==> src/rtl/padded_raster_pkg.sv <==
// Shared types and defaults for the padded raster scanner: FSM states,
// latched frame configuration and the padded-extent helper.
package padded_raster_pkg;

  localparam int DEF_CNT_W   = 15;
  localparam int DEF_PAD_W   = 2;
  localparam int DEF_MAX_W   = 640;
  localparam int DEF_MAX_H   = 640;
  localparam int DEF_MAX_PAD = 3;

  typedef enum logic {
    IDLE = 1'b0,
    SCAN = 1'b1
  } state_t;

  typedef struct packed {
    logic [DEF_CNT_W-1:0] width;
    logic [DEF_CNT_W-1:0] height;
    logic [DEF_PAD_W-1:0] pad;
  } cfg_t;

  // Index of the last padded position along one axis: extent + 2*pad - 1.
  function automatic int padded_last(input int extent, input int pad);
    return extent + 2 * pad - 1;
  endfunction

endpackage

==> src/rtl/padded_axis_counter.sv <==
// One axis (column or row) of the padded scan: wrapping position counter
// with last-index and padding-border detection against the latched geometry.
module padded_axis_counter
  import padded_raster_pkg::*;
#(
  parameter int CNT_W = DEF_CNT_W,
  parameter int PAD_W = DEF_PAD_W
) (
  input  logic             clk,
  input  logic             reset,
  input  logic             clear,
  input  logic             inc,
  input  logic [CNT_W-1:0] limit,
  input  logic [CNT_W-1:0] extent,
  input  logic [PAD_W-1:0] depth,
  output logic [CNT_W-1:0] cnt,
  output logic             is_last,
  output logic             in_pad
);

  logic [CNT_W-1:0] depth_ext;
  logic [CNT_W-1:0] body_end;

  always_comb begin
    depth_ext = CNT_W'(depth);
    body_end  = depth_ext + extent;
    is_last   = (cnt == limit);
    // Border on the low side below depth, on the high side from depth+extent.
    in_pad    = (cnt < depth_ext) || (cnt >= body_end);
  end

  always_ff @(posedge clk) begin
    if (reset || clear) begin
      cnt <= '0;
    end else if (inc) begin
      cnt <= is_last ? '0 : cnt + CNT_W'(1);
    end
  end

endmodule

==> src/rtl/padded_raster_scanner.sv <==
// Run-time configurable 2-D padded frame scanner: steps one padded position
// per valid/ready handshake and flags padding plus row/frame boundaries.
module padded_raster_scanner
  import padded_raster_pkg::*;
#(
  parameter int MAX_W   = DEF_MAX_W,
  parameter int MAX_H   = DEF_MAX_H,
  parameter int MAX_PAD = DEF_MAX_PAD,
  parameter int CNT_W   = DEF_CNT_W,
  parameter int PAD_W   = DEF_PAD_W
) (
  input  logic             clk,
  input  logic             reset,
  input  logic             start,
  input  logic [CNT_W-1:0] cfg_width,
  input  logic [CNT_W-1:0] cfg_height,
  input  logic [PAD_W-1:0] cfg_pad,
  input  logic             out_ready,
  output logic             out_valid,
  output logic [CNT_W-1:0] pcol,
  output logic [CNT_W-1:0] prow,
  output logic             pad,
  output logic             first_col,
  output logic             last_col,
  output logic             last_pos,
  output logic             busy,
  output logic             frame_done,
  output logic             cfg_err
);

  if (MAX_W + 2 * MAX_PAD > (1 << CNT_W) - 1) begin : g_bad_width
    $error("padded_raster_scanner: MAX_W + 2*MAX_PAD does not fit in CNT_W");
  end
  if (MAX_H + 2 * MAX_PAD > (1 << CNT_W) - 1) begin : g_bad_height
    $error("padded_raster_scanner: MAX_H + 2*MAX_PAD does not fit in CNT_W");
  end
  if (MAX_PAD > (1 << PAD_W) - 1) begin : g_bad_pad
    $error("padded_raster_scanner: PAD_W cannot hold MAX_PAD");
  end
  if (CNT_W > DEF_CNT_W || PAD_W > DEF_PAD_W) begin : g_bad_cfg_store
    $error("padded_raster_scanner: CNT_W/PAD_W exceed the cfg_t field widths");
  end

  // Handshake: a position transfers on a clock edge where out_valid and
  // out_ready are both high; while out_ready is low the position and every
  // flag hold, and out_valid never drops until the transfer happens.

  state_t           state_q;
  state_t           state_d;
  cfg_t             cfg_q;
  cfg_t             cfg_in;
  logic [CNT_W-1:0] col_limit_q;
  logic [CNT_W-1:0] row_limit_q;
  logic             frame_done_q;
  logic             cfg_err_q;

  logic [CNT_W-1:0] pad_ext;
  logic             cfg_ok;
  logic             accept;
  logic             reject;
  logic             handshake;
  logic             final_hs;
  logic             row_inc;
  logic             counter_clear;

  logic [CNT_W-1:0] col_cnt;
  logic [CNT_W-1:0] row_cnt;
  logic             col_last;
  logic             row_last;
  logic             col_pad;
  logic             row_pad;

  always_comb begin
    pad_ext       = CNT_W'(cfg_pad);
    cfg_ok        = (cfg_width != '0) && (cfg_width <= CNT_W'(MAX_W)) &&
                    (cfg_height != '0) && (cfg_height <= CNT_W'(MAX_H)) &&
                    (pad_ext <= CNT_W'(MAX_PAD));
    cfg_in.width  = DEF_CNT_W'(cfg_width);
    cfg_in.height = DEF_CNT_W'(cfg_height);
    cfg_in.pad    = DEF_PAD_W'(cfg_pad);
  end

  always_comb begin
    state_d   = state_q;
    accept    = 1'b0;
    reject    = 1'b0;
    handshake = 1'b0;
    final_hs  = 1'b0;
    case (state_q)
      IDLE: begin
        if (start) begin
          if (cfg_ok) begin
            accept  = 1'b1;
            state_d = SCAN;
          end else begin
            reject = 1'b1;
          end
        end
      end
      SCAN: begin
        handshake = out_ready;
        if (out_ready && col_last && row_last) begin
          final_hs = 1'b1;
          state_d  = IDLE;
        end
      end
      default: state_d = IDLE;
    endcase
  end

  always_ff @(posedge clk) begin
    if (reset) begin
      state_q      <= IDLE;
      cfg_q        <= '0;
      col_limit_q  <= '0;
      row_limit_q  <= '0;
      frame_done_q <= 1'b0;
      cfg_err_q    <= 1'b0;
    end else begin
      state_q      <= state_d;
      frame_done_q <= final_hs;
      cfg_err_q    <= reject;
      if (accept) begin
        cfg_q       <= cfg_in;
        // Last padded indices are fixed for the whole frame, so compute once.
        col_limit_q <= CNT_W'(padded_last(int'(cfg_width), int'(cfg_pad)));
        row_limit_q <= CNT_W'(padded_last(int'(cfg_height), int'(cfg_pad)));
      end
    end
  end

  // Both counters restart on an accepted start and after the final transfer,
  // so the idle position always reads (0,0).
  assign counter_clear = accept || final_hs;
  assign row_inc       = handshake && col_last;

  padded_axis_counter #(
    .CNT_W (CNT_W),
    .PAD_W (PAD_W)
  ) u_col (
    .clk     (clk),
    .reset   (reset),
    .clear   (counter_clear),
    .inc     (handshake),
    .limit   (col_limit_q),
    .extent  (CNT_W'(cfg_q.width)),
    .depth   (PAD_W'(cfg_q.pad)),
    .cnt     (col_cnt),
    .is_last (col_last),
    .in_pad  (col_pad)
  );

  padded_axis_counter #(
    .CNT_W (CNT_W),
    .PAD_W (PAD_W)
  ) u_row (
    .clk     (clk),
    .reset   (reset),
    .clear   (counter_clear),
    .inc     (row_inc),
    .limit   (row_limit_q),
    .extent  (CNT_W'(cfg_q.height)),
    .depth   (PAD_W'(cfg_q.pad)),
    .cnt     (row_cnt),
    .is_last (row_last),
    .in_pad  (row_pad)
  );

  always_comb begin
    out_valid  = (state_q == SCAN);
    busy       = (state_q == SCAN);
    pcol       = col_cnt;
    prow       = row_cnt;
    pad        = out_valid && (col_pad || row_pad);
    first_col  = out_valid && (col_cnt == '0);
    last_col   = out_valid && col_last;
    last_pos   = out_valid && col_last && row_last;
    frame_done = frame_done_q;
    cfg_err    = cfg_err_q;
  end

endmodule

==> config.mk <==
export PLATFORM = sky130hd
export DESIGN_NAME = padded_raster_scanner
export DESIGN_NICKNAME = d
export VERILOG_FILES = /design/src/rtl/padded_raster_pkg.sv /design/src/rtl/padded_axis_counter.sv /design/src/rtl/padded_raster_scanner.sv
export SDC_FILE = /design/constraint.sdc
export NUM_CORES = 1
export LEC_CHECK = 0
export ABC_AREA = 1
export CORE_MARGIN = 5
export CORE_UTILIZATION = 59
export DETAILED_ROUTE_END_ITERATION = 8
export PLACE_DENSITY = 0.88
export RECOVER_POWER = 100
export SYNTH_ARGS = -nofsm -noshare
export SYNTH_HDL_FRONTEND = slang
export SYNTH_SLANG_ARGS = --single-unit
==> constraint.sdc <==
create_clock -name clk -period 4.9 [get_ports clk]
set_input_delay 1.47 -clock clk [delete_from_list [all_inputs] [get_ports clk]]
set_output_delay 1.47 -clock clk [all_outputs]
set_load 0.05 [all_outputs]
==> qor.yml <==
hold_start: "col_limit_q[2]$_SDFFE_PP0P_"
p_leak_uw: 0.00441
worstSetupPathType: "reg2out"
synth-edff-count: 0
post-route-min-period_ns: 4.85
synth_area_um2: 8020
antenna_found_initial: 0
place_congestion: 0.929
finalNetCount: 1470
skew_ns: 0.00535
hold_class: "reg2reg"
slew_headroom_pct: -24.1
yosysWarnings: 0
tightest_slew_ns: 1.86
io_buffers: 73
drc: 0
synth_cell_types: 44
seqCellArea_um2: 1910
yosysMostFrequentCell: "nand2_1"
crit_path_end_kind: "output pin"
hold_ws_ns: 0.479
synth.yosys.seq_area_share_pct: 23.7
start_util_pct: 60.3
clock-sinks: 95
fp.dieArea_um2: 16000
yosysTopAreaCellShare_pct: 23.7
drive_gt1_share_pct: 4.99
antenna_cells: 0
ctsHoldBuffers: 0
hpwl_um: 16200
yosys.area.top_type: "dfxtp_1"
startpoint: "cfg_q[0]$_SDFFE_PP0P_"
netlist_instances: 1275
setup_violations: 0
max_cap_viol_count: 2
insertion_delay_ns: 0.35
synth_ff_type: "dfxtp_1"
slowest_stage: "dfxtp_4"
die_h_um: 127
crit_family: "simple AND/OR/NAND/NOR gates"
async_flop_share_pct: 0
rr_startpoint: "busy$_SDFF_PP0_"
core_area_um2: 13300
powerDensity_nw_per_um2: 183
path_common_cell: "nor2_2"
hold_violations: 0
cts_root_buf: "clkbuf_16"
cts.path.max_buffers: 2
tritoncts: "yes"
syn2layout_area_growth_pct: 14.9
grt_util_all_layers_pct: 25.6
final_core_util_pct: 69.3
place_ws_ns: 0.296
pin_count: 74
ir_drop_mv: 0.172
power_uw: 1680
wire_per_inst_um: 13.9
worst_ep_required_time_ns: 3.43
fmax_ghz: 0.206
fin_crit_sh_pct: 99.0
row_count: 42
syn_nets: 1406
vias: 8142
path_cells: "ha_4, fa_2, nand2_1, nor2_2, nand3_2, nor2_2, nand2_2, nor2_4, nand4_1, xor2_1, ha_1, nand2_2, nor3b_1, nand2_1, nand4_1, nor2_2, nor2_2, buf_12"
ys_seq_elements: 95
cpPeakStageDelay_ns: 0.39
place_area_um2: 8850
status: "complete, but fails checks"
violations: "max-capacitance violations, max-slew violations"
path_clk_slew_ns: 0.07
netlist_top_cells_count: "nand2_1, inv_1, nor2_1"
ant_nets: 0
maxSlewViolCount: 68
cts-buffers-inserted: 9
cp_max_fo: 4
grt_pass1_vias: 7539
first_pass_iters: 6
worst_slack_ns: 0.0466
drt-total-wl_um: 21100
crit_arrival_ns: 3.38
grt_max_degree: 54
vias_per_cell: 5.36
multi_input_area_um2: 5330
grt-ovfl-total: 0
critPathLaunchType: "register"
fill_cells: 1139
worstPathBufferInverterCount: 1
synth.area.top_cells: "dfxtp_1, nand2_1, ha_1, inv_1, nor2_1"
htree_levels: 3
grt_pass1_wl_um: 34500
syn_avg_cell_area_um2: 6.29
drt-initial-drc-count: 785
die_w_um: 127
stdcell_area_um2: 9220
## metrics by stage
step | setup TNS [ns] | instances
after global placement | 0 | 1500
after CTS | 0 | 1516
final | 0 | 1520
after detailed placement | 0 | 1500
after global routing | -0.0769 | 1520
after floorplan | 0 | 1275
## state kept, by name (all words and copies together) (netlist names)
signal and flops:
cfg_q 32, col_limit_q 15, row_limit_q 15, u_col.cnt 15
u_row.cnt 15, busy 1, cfg_err 1, frame_done 1
## what timing repair did
action | in CTS | in global routing
endpoints found under the setup margin | 1 | 1
setup buffers | 0 | 4
pin swaps | 0 | 13
resized for setup | 4 | 28
## cell usage in the layout, fill, tap and decap left out, types with 5 or more instances in the layout
master	count
a21oi_1	78
nand4_1	27
clkbuf_16	9
dlygate4sd3_1	39
dfxtp_1	92
nor2_2	8
o21ai_1	6
clkdlybuf4s50_1	33
inv_1	177
nand2_1	379
ha_1	89
xnor2_1	13
nor3_1	17
nor2_4	5
nand3_1	49
xor2_1	42
nor2_1	169
inv_2	9
o21ai_0	38
## where the power goes
part           total [uW]  internal, uW  switching [uW]
Clock                 644           344             300
Combinational         267           101             166
Sequential            773           772           0.904
Total                1680          1220             467
## path summary, 6_finish.rpt
path,endpoint,slack [ns],depth (start not counted)
hold reg to reg,col_limit_q[2]$_SDFFE_PP0P_,0.48,2
hold / removal,col_limit_q[2]$_SDFFE_PP0P_,0.48,2
setup reg to reg,row_limit_q[14]$_SDFFE_PP0P_,1.97,7
setup / recovery,pad,0.05,18
## cell type report
type,instances,share of cell area (%)
Clock buffer,11,2.53
Clock inverter,5,0.380
Inverter,187,7.62
Multi-Input combinational cell,965,57.8
Sequential cell,95,20.7
Tap cell,176,2.39
Timing Repair Buffer,81,8.55
## worst register-to-register path, cell delays in order (launching register included)
cell and delay, ns:
dfxtp_1 0.35, inv_1 0.22, nand2_1 0.20, nor2_1 1.21, clkbuf_2 0.55, nand2_1 0.11, nor2_1 0.14, nor2_1 0.05
## cells by family after synthesis
logic type | Yosys count | share of synthesized area, %
AO/OA/AOI/OAI | 135 | 8.74
AND/OR/NAND/NOR | 680 | 35.6
adder cells (fa/ha/maj) | 95 | 15.2
flip-flops | 95 | 23.7
XOR/XNOR | 55 | 6.01
buffers and inverters | 215 | 10.8
## routing by layer
layer | up-vias | GRT usage (%) | routed length [um]
met4 | 0 | 8.26 | 530
met2 | 304 | 40.3 | 9340
met1 | 3652 | 35.9 | 9760
met3 | 54 | 4.20 | 1490
met5 | - | 0 | 0
li1 | 4132 | - | -
Power figures use the tool's default switching activity.
